--- src/rtl/uart_rx_if.sv ---
// UART receive front-end signal bundle.
// master drives the line and configuration; slave is the controller.
interface uart_rx_if #(
   parameter int PRESC_W = 6
);
   logic               RX_IN;
   logic [PRESC_W-1:0] Prescale;
   logic               PAR_EN;
   logic               PAR_TYP;
   logic               sampled_bit;
   logic               deser_en;
   logic               data_valid;
   logic               par_err;
   logic               stp_err;

   modport master (
      output RX_IN, Prescale, PAR_EN, PAR_TYP,
      input  sampled_bit, deser_en, data_valid, par_err, stp_err
   );

   modport slave (
      input  RX_IN, Prescale, PAR_EN, PAR_TYP,
      output sampled_bit, deser_en, data_valid, par_err, stp_err
   );
endinterface

--- src/rtl/uart_rx_ctrl.sv ---
// UART receive controller: oversampling, 3-sample majority vote,
// frame sequencing and start/parity/stop checking.
module uart_rx_ctrl #(
   parameter int DATA_WIDTH = 8,
   parameter int PRESC_W    = 6
) (
   input  logic     clk,
   input  logic     rst_n,
   uart_rx_if.slave rx
);
   localparam int BCW = $clog2(DATA_WIDTH + 1);

   typedef enum logic [2:0] {
      IDLE, START, DATA, PARITY, STOP
   } state_t;

   state_t             state_q, state_d;
   logic [PRESC_W-1:0] p_q, edge_cnt;
   logic [PRESC_W-1:0] mid, last, pre;
   logic [BCW-1:0]     bit_cnt;
   logic [2:0]         smp;
   logic               vote, wrap, at_pre, par_mis;
   logic               sampled_q, acc, fail;
   logic               de_q, dv_q, pe_q, se_q;
   logic               de_d, dv_d, pe_d, se_d;

   assign mid    = p_q >> 1;
   assign last   = p_q - PRESC_W'(1);
   assign pre    = p_q - PRESC_W'(2);
   assign wrap   = (state_q != IDLE) && (edge_cnt == last);
   assign at_pre = (state_q != IDLE) && (edge_cnt == pre);
   assign vote   = (smp[0] & smp[1]) | (smp[0] & smp[2])
                 | (smp[1] & smp[2]);
   assign par_mis = vote ^ acc ^ rx.PAR_TYP;

   always_comb begin
      state_d = state_q;
      unique case (state_q)
         IDLE:    if (!rx.RX_IN) state_d = START;
         START:   if (wrap) state_d = sampled_q ? IDLE : DATA;
         DATA:    if (wrap && bit_cnt == BCW'(DATA_WIDTH - 1))
                     state_d = rx.PAR_EN ? PARITY : STOP;
         PARITY:  if (wrap) state_d = STOP;
         STOP:    if (wrap) state_d = IDLE;
         default: state_d = IDLE;
      endcase
   end

   // Decisions are taken one cycle early from the live vote so the
   // registered pulses line up with the edge_cnt == P-1 cycle.
   always_comb begin
      de_d = at_pre && (state_q == DATA);
      pe_d = at_pre && (state_q == PARITY) && par_mis;
      se_d = at_pre && (state_q == STOP) && !vote;
      dv_d = at_pre && (state_q == STOP) && vote && !fail;
   end

   always_ff @(posedge clk or negedge rst_n) begin
      if (!rst_n) state_q <= IDLE;
      else        state_q <= state_d;
   end

   always_ff @(posedge clk or negedge rst_n) begin
      if (!rst_n) begin
         p_q       <= '0;
         edge_cnt  <= '0;
         bit_cnt   <= '0;
         smp       <= '0;
         sampled_q <= 1'b1;
         acc       <= 1'b0;
         fail      <= 1'b0;
         de_q      <= 1'b0;
         dv_q      <= 1'b0;
         pe_q      <= 1'b0;
         se_q      <= 1'b0;
      end else begin
         de_q <= de_d;
         dv_q <= dv_d;
         pe_q <= pe_d;
         se_q <= se_d;
         if (state_q == IDLE) begin
            edge_cnt <= '0;
            bit_cnt  <= '0;
            acc      <= 1'b0;
            fail     <= 1'b0;
            if (!rx.RX_IN) p_q <= rx.Prescale;
         end else begin
            edge_cnt <= wrap ? '0 : edge_cnt + PRESC_W'(1);
            if (edge_cnt == mid - PRESC_W'(1)) smp[0] <= rx.RX_IN;
            if (edge_cnt == mid)               smp[1] <= rx.RX_IN;
            if (edge_cnt == mid + PRESC_W'(1)) smp[2] <= rx.RX_IN;
            if (edge_cnt == mid + PRESC_W'(2)) sampled_q <= vote;
            if (wrap && state_q == DATA) begin
               bit_cnt <= bit_cnt + BCW'(1);
               acc     <= acc ^ sampled_q;
            end
            if (pe_d) fail <= 1'b1;
         end
      end
   end

   assign rx.sampled_bit = sampled_q;
   assign rx.deser_en    = de_q;
   assign rx.data_valid  = dv_q;
   assign rx.par_err     = pe_q;
   assign rx.stp_err     = se_q;
endmodule

--- src/flat_wrapper.sv ---
// flat-port wrapper written by rule: the top's interface ports become plain ports
module uart_rx_ctrl_flat 
#(
   parameter int DATA_WIDTH = 8,
   parameter int PRESC_W    = 6
)
  (clk, rst_n, rx_RX_IN, rx_Prescale, rx_PAR_EN, rx_PAR_TYP, rx_sampled_bit, rx_deser_en, rx_data_valid, rx_par_err, rx_stp_err);
  uart_rx_if #(.PRESC_W(PRESC_W)) rx_i ();
  input  logic clk;
  input  logic rst_n;
  input wire logic [$bits(rx_i.RX_IN)-1:0] rx_RX_IN;
  input wire logic [$bits(rx_i.Prescale)-1:0] rx_Prescale;
  input wire logic [$bits(rx_i.PAR_EN)-1:0] rx_PAR_EN;
  input wire logic [$bits(rx_i.PAR_TYP)-1:0] rx_PAR_TYP;
  output wire logic [$bits(rx_i.sampled_bit)-1:0] rx_sampled_bit;
  output wire logic [$bits(rx_i.deser_en)-1:0] rx_deser_en;
  output wire logic [$bits(rx_i.data_valid)-1:0] rx_data_valid;
  output wire logic [$bits(rx_i.par_err)-1:0] rx_par_err;
  output wire logic [$bits(rx_i.stp_err)-1:0] rx_stp_err;
  assign rx_i.RX_IN = rx_RX_IN;
  assign rx_i.Prescale = rx_Prescale;
  assign rx_i.PAR_EN = rx_PAR_EN;
  assign rx_i.PAR_TYP = rx_PAR_TYP;
  assign rx_sampled_bit = rx_i.sampled_bit;
  assign rx_deser_en = rx_i.deser_en;
  assign rx_data_valid = rx_i.data_valid;
  assign rx_par_err = rx_i.par_err;
  assign rx_stp_err = rx_i.stp_err;
  uart_rx_ctrl #(.DATA_WIDTH(DATA_WIDTH), .PRESC_W(PRESC_W)) u_core (.clk(clk), .rst_n(rst_n), .rx(rx_i));
endmodule
--- config.mk ---
export PLATFORM = sky130hd
export DESIGN_NAME = uart_rx_ctrl_flat
export DESIGN_NICKNAME = d
export VERILOG_FILES = /design/src/rtl/uart_rx_if.sv /design/src/rtl/uart_rx_ctrl.sv /design/src/flat_wrapper.sv
export SDC_FILE = /design/constraint.sdc
export NUM_CORES = 1
export LEC_CHECK = 0
export BUFFER_PORTS_ARGS = -buffer_cell sky130_fd_sc_hd__buf_2
export CORE_MARGIN = 5
export CORE_UTILIZATION = 50
export CTS_CLUSTER_SIZE = 24
export DETAILED_ROUTE_END_ITERATION = 7
export PLACE_DENSITY = 0.7
export SLEW_MARGIN = 0
export SYNTH_ARGS = -nofsm -noshare
export SYNTH_HDL_FRONTEND = slang
export SYNTH_SLANG_ARGS = --single-unit
--- constraint.sdc ---
create_clock -name clk -period 6.6 [get_ports clk]
set_input_delay 0.33 -clock clk [delete_from_list [all_inputs] [get_ports clk]]
set_output_delay 0.33 -clock clk [all_outputs]
set_load 0.01 [all_outputs]
==> flow_summary.yaml <==
timing:
  worst-slew-pin-transition_ps: 745
  final-hold-violation-count: 0
  clock_skew_ps: 4.16
  worst_slew_margin_rel_pct: 49.9
  fin_crit_sh_pct: 36.6
  setup_viol: 0
  fin_setup_tns_ps: 0
  rsz_0062_raised_after_global_routing: "no"
  period_needed_ps: 2420
  finalMaxSlewViolations: 0
  final.hold.worst_slack_ps: 68.3
  fmax_mhz: 414
finish:
  n_antenna_cell: 0
  nNetsFinal: 236
  layout_cells_sized_above_1_pct: 18.0
  instances_no_fill: 265
  area_growth_syn_to_layout_pct: 9.36
cts:
  path_clk_slew_ps: 60
  cts_tree: "yes"
  cell_at_the_root_of_the_clock_tree: "clkbuf_8"
  tritoncts_num_sinks: 29
  cts-root-to-sink-buffers: 2
  cts.repair.resized: 0
  cts_hold_repair.buffers: 0
  clk_latency_worst_skew_pair_ps: 280
  clock_tree.htree_level_count: 2
  cts_post_setup_buffers_inserted: 0
  cts_inserted_buffers: 5
outcome:
  run_status: "completed"
route:
  route.antenna.remaining_nets: 0
  post-route-drc-count: 0
  detail_route.first_pass.iterations: 4
  wire_per_inst_um: 15.1
  initialDrtViolationCount: 86
  detail_route.vias_per_cell: 5.65
  dr_total_vias: 1497
  totalWireLength_um: 4010
worst_setup_path:
  worstSetupPathType: "reg2reg"
  critical_path.n_buffers_inverters: 1
  cell_type_of_the_slowest_stage_on_the_worst_timing_path: "dfrtp_1"
  endpoint_kind: "flop"
  cp.arrival_ps: 2590
  critical_path.max_fanout: 7
  worst_setup_path_start_kind: "flop"
  cp.required_ps: 6770
  crit_path_cell_trace: "inv_1 -> ha_1 -> a21boi_4 -> mux2i_1 -> nor3b_2 -> o21a_2 -> nand2_1 -> a221o_1"
  critical_path.max_stage_delay_ps: 480
  cp_top_family: "compound AO/OA/AOI/OAI gates"
die:
  die_w_um: 72.7
  die-area_um2: 5290
  core_area_um2: 3740
  start_util_pct: 52.5
  io-pin-count: 16
  core.rowCount: 22
  die_height_um: 72.7
synth:
  ys_warn_count: 0
  post_synth_edffs: 0
  synth-seq-cells: 29
  sequential_area_share_after_synthesis_pct: 37.0
  post_synth_inst_count: 202
  synthArstFlopShare_pct: 100
  ys_dominant_reg_cell: "dfrtp_1"
  unique_masters_post_synth: 55
  synth.cell_area_um2: 1970
  postSynthNetCount: 222
  postSynthAreaPerCell_um2: 9.73
placement:
  count_of_input_and_output_buffers: 15
  detailed_place_hpwl_um: 2980
  globalplace.congestion: 0.894
  place_inst: 257
power_and_ir_drop:
  post-layout-total-power_uw: 1110
  p_leak_uw: 0.000947
  pwr_density_cell_nw_per_um2: 515
  vdd.ir_drop.worst_mv: 0.219
global_routing:
  gr-usage-all-layers_pct: 17.3
  grt_remaining_overflow: 0
  grt_pass1_vias: 1537
  grt_start_max_net_pins: 30
  antenna_found_initial: 0
  grt_first_pass_wirelength_um: 7160
flow_run:
  timing.max_cap.violations: 0
min_path:
  min_path_type: "in2async"
==> area by class of cell <==
type,count,area (µm²)
tap,48,60.1
timing repair buffer,15,75.1
fill,359,1590
inverter,7,26.3
sequential,29,727
multi-input combinational,158,1140
clock buffer,7,86.3
clock inverter,1,30.0
==> cell usage after synthesis, types with 2 or more instances <==
master	number	area share (%)
buf_2	2	0.51
dfrtp_1	28	36
nor3_1	2	0.51
clkbuf_8	3	2.1
o21ai_0	14	3.6
mux2i_1	4	2.0
nor2b_1	4	1.3
nand2_1	15	2.9
mux2_2	4	2.3
nand2b_1	2	0.64
nand3b_1	2	0.76
o21ai_1	2	0.51
a21oi_1	7	1.8
ha_1	9	5.7
nor2_1	15	2.9
nor4_1	4	1.3
or3_1	2	0.64
xor2_1	14	6.2
and3_1	3	0.95
inv_1	7	1.3
nand3_1	8	2.0
xnor2_1	12	5.3
a211o_1	2	0.89
nand4_1	6	1.9
==> power breakdown <==
part	leakage (µW)	internal, µW	switching (µW)
Clock	0.0000585	123	67.5
Sequential	0.000370	239	118
Combinational	0.000518	259	300
Total	0.000947	621	486
==> state kept, by name, summed over array words and instances, names as in the netlist, 3 cells and up <==
signal           cells
u_core.edge_cnt      6
u_core.p_q           6
u_core.bit_cnt       4
u_core.smp           3
u_core.state_q       3
==> cells by family after synthesis <==
kind of cell | Yosys count | share of synthesized area [%]
buffers and inverters | 15 | 4.77
xor gates and xnor gates | 28 | 13.6
muxes | 9 | 4.90
adders and majority gates | 10 | 6.24
AOI/OAI and AO/OA | 40 | 14.2
DFF | 29 | 37.0
and+or+nand+nor | 71 | 19.4
==> path summary, 6_finish.rpt <==
kind                                           start                        endpoint  slack (ps)  depth (start not counted)
max in group asynchronous                      rst_n       u_core.p_q[5]$_DFFE_PN0P_        6120                          1
min reg2reg                  u_core.fail$_DFFE_PN0P_  u_core.rx.data_valid$_DFF_PN0_         460                          1
min in group clk                      rx_Prescale[1]       u_core.p_q[1]$_DFFE_PN0P_         250                          3
max reg2reg                u_core.p_q[1]$_DFFE_PN0P_   u_core.state_q[1]$_DFFE_PN0P_        4180                          8
min                                            rst_n   u_core.state_q[1]$_DFFE_PN0P_          70                          1
max                        u_core.p_q[1]$_DFFE_PN0P_   u_core.state_q[1]$_DFFE_PN0P_        4180                          8
==> cells in the final DEF, fill, tap and decap left out, types with 6 or more instances in the layout <==
cell / count
a21oi_1: 7
buf_2: 15
clkbuf_8: 6
dfrtp_1: 28
ha_1: 9
inv_1: 7
nand2_1: 15
nand3_1: 8
nand4_1: 6
nor2_1: 15
o21ai_0: 14
xnor2_1: 12
xor2_1: 14
==> layer usage <==
metal / GRT usage [%] / vias to the layer above / share of wire, % / wire, µm
li1: - / 742 / - / -
met1: 23.0 / 719 / 46 / 1840
met2: 27.1 / 26 / 47 / 1890
met3: 4.13 / 10 / 5.1 / 205
met4: 7.17 / 0 / 2.0 / 80
met5: 0 / - / 0 / 0
==> through the flow <==
| step | utilization, % | setup WS (ps) | cell area [µm²] |
|---|---|---|---|
| 6_report | 57.4 | 4180 | 2150 |
| 4_1_cts | 57.4 | 4180 | 2150 |
| 3_5_place_dp | 54.3 | 4190 | 2030 |
| 3_3_place_gp | 54.3 | 4210 | 2030 |
| 5_1_grt | 57.4 | 3950 | 2150 |
| 2_1_floorplan | - | 4520 | 1970 |
Power figures use the tool's default switching activity.
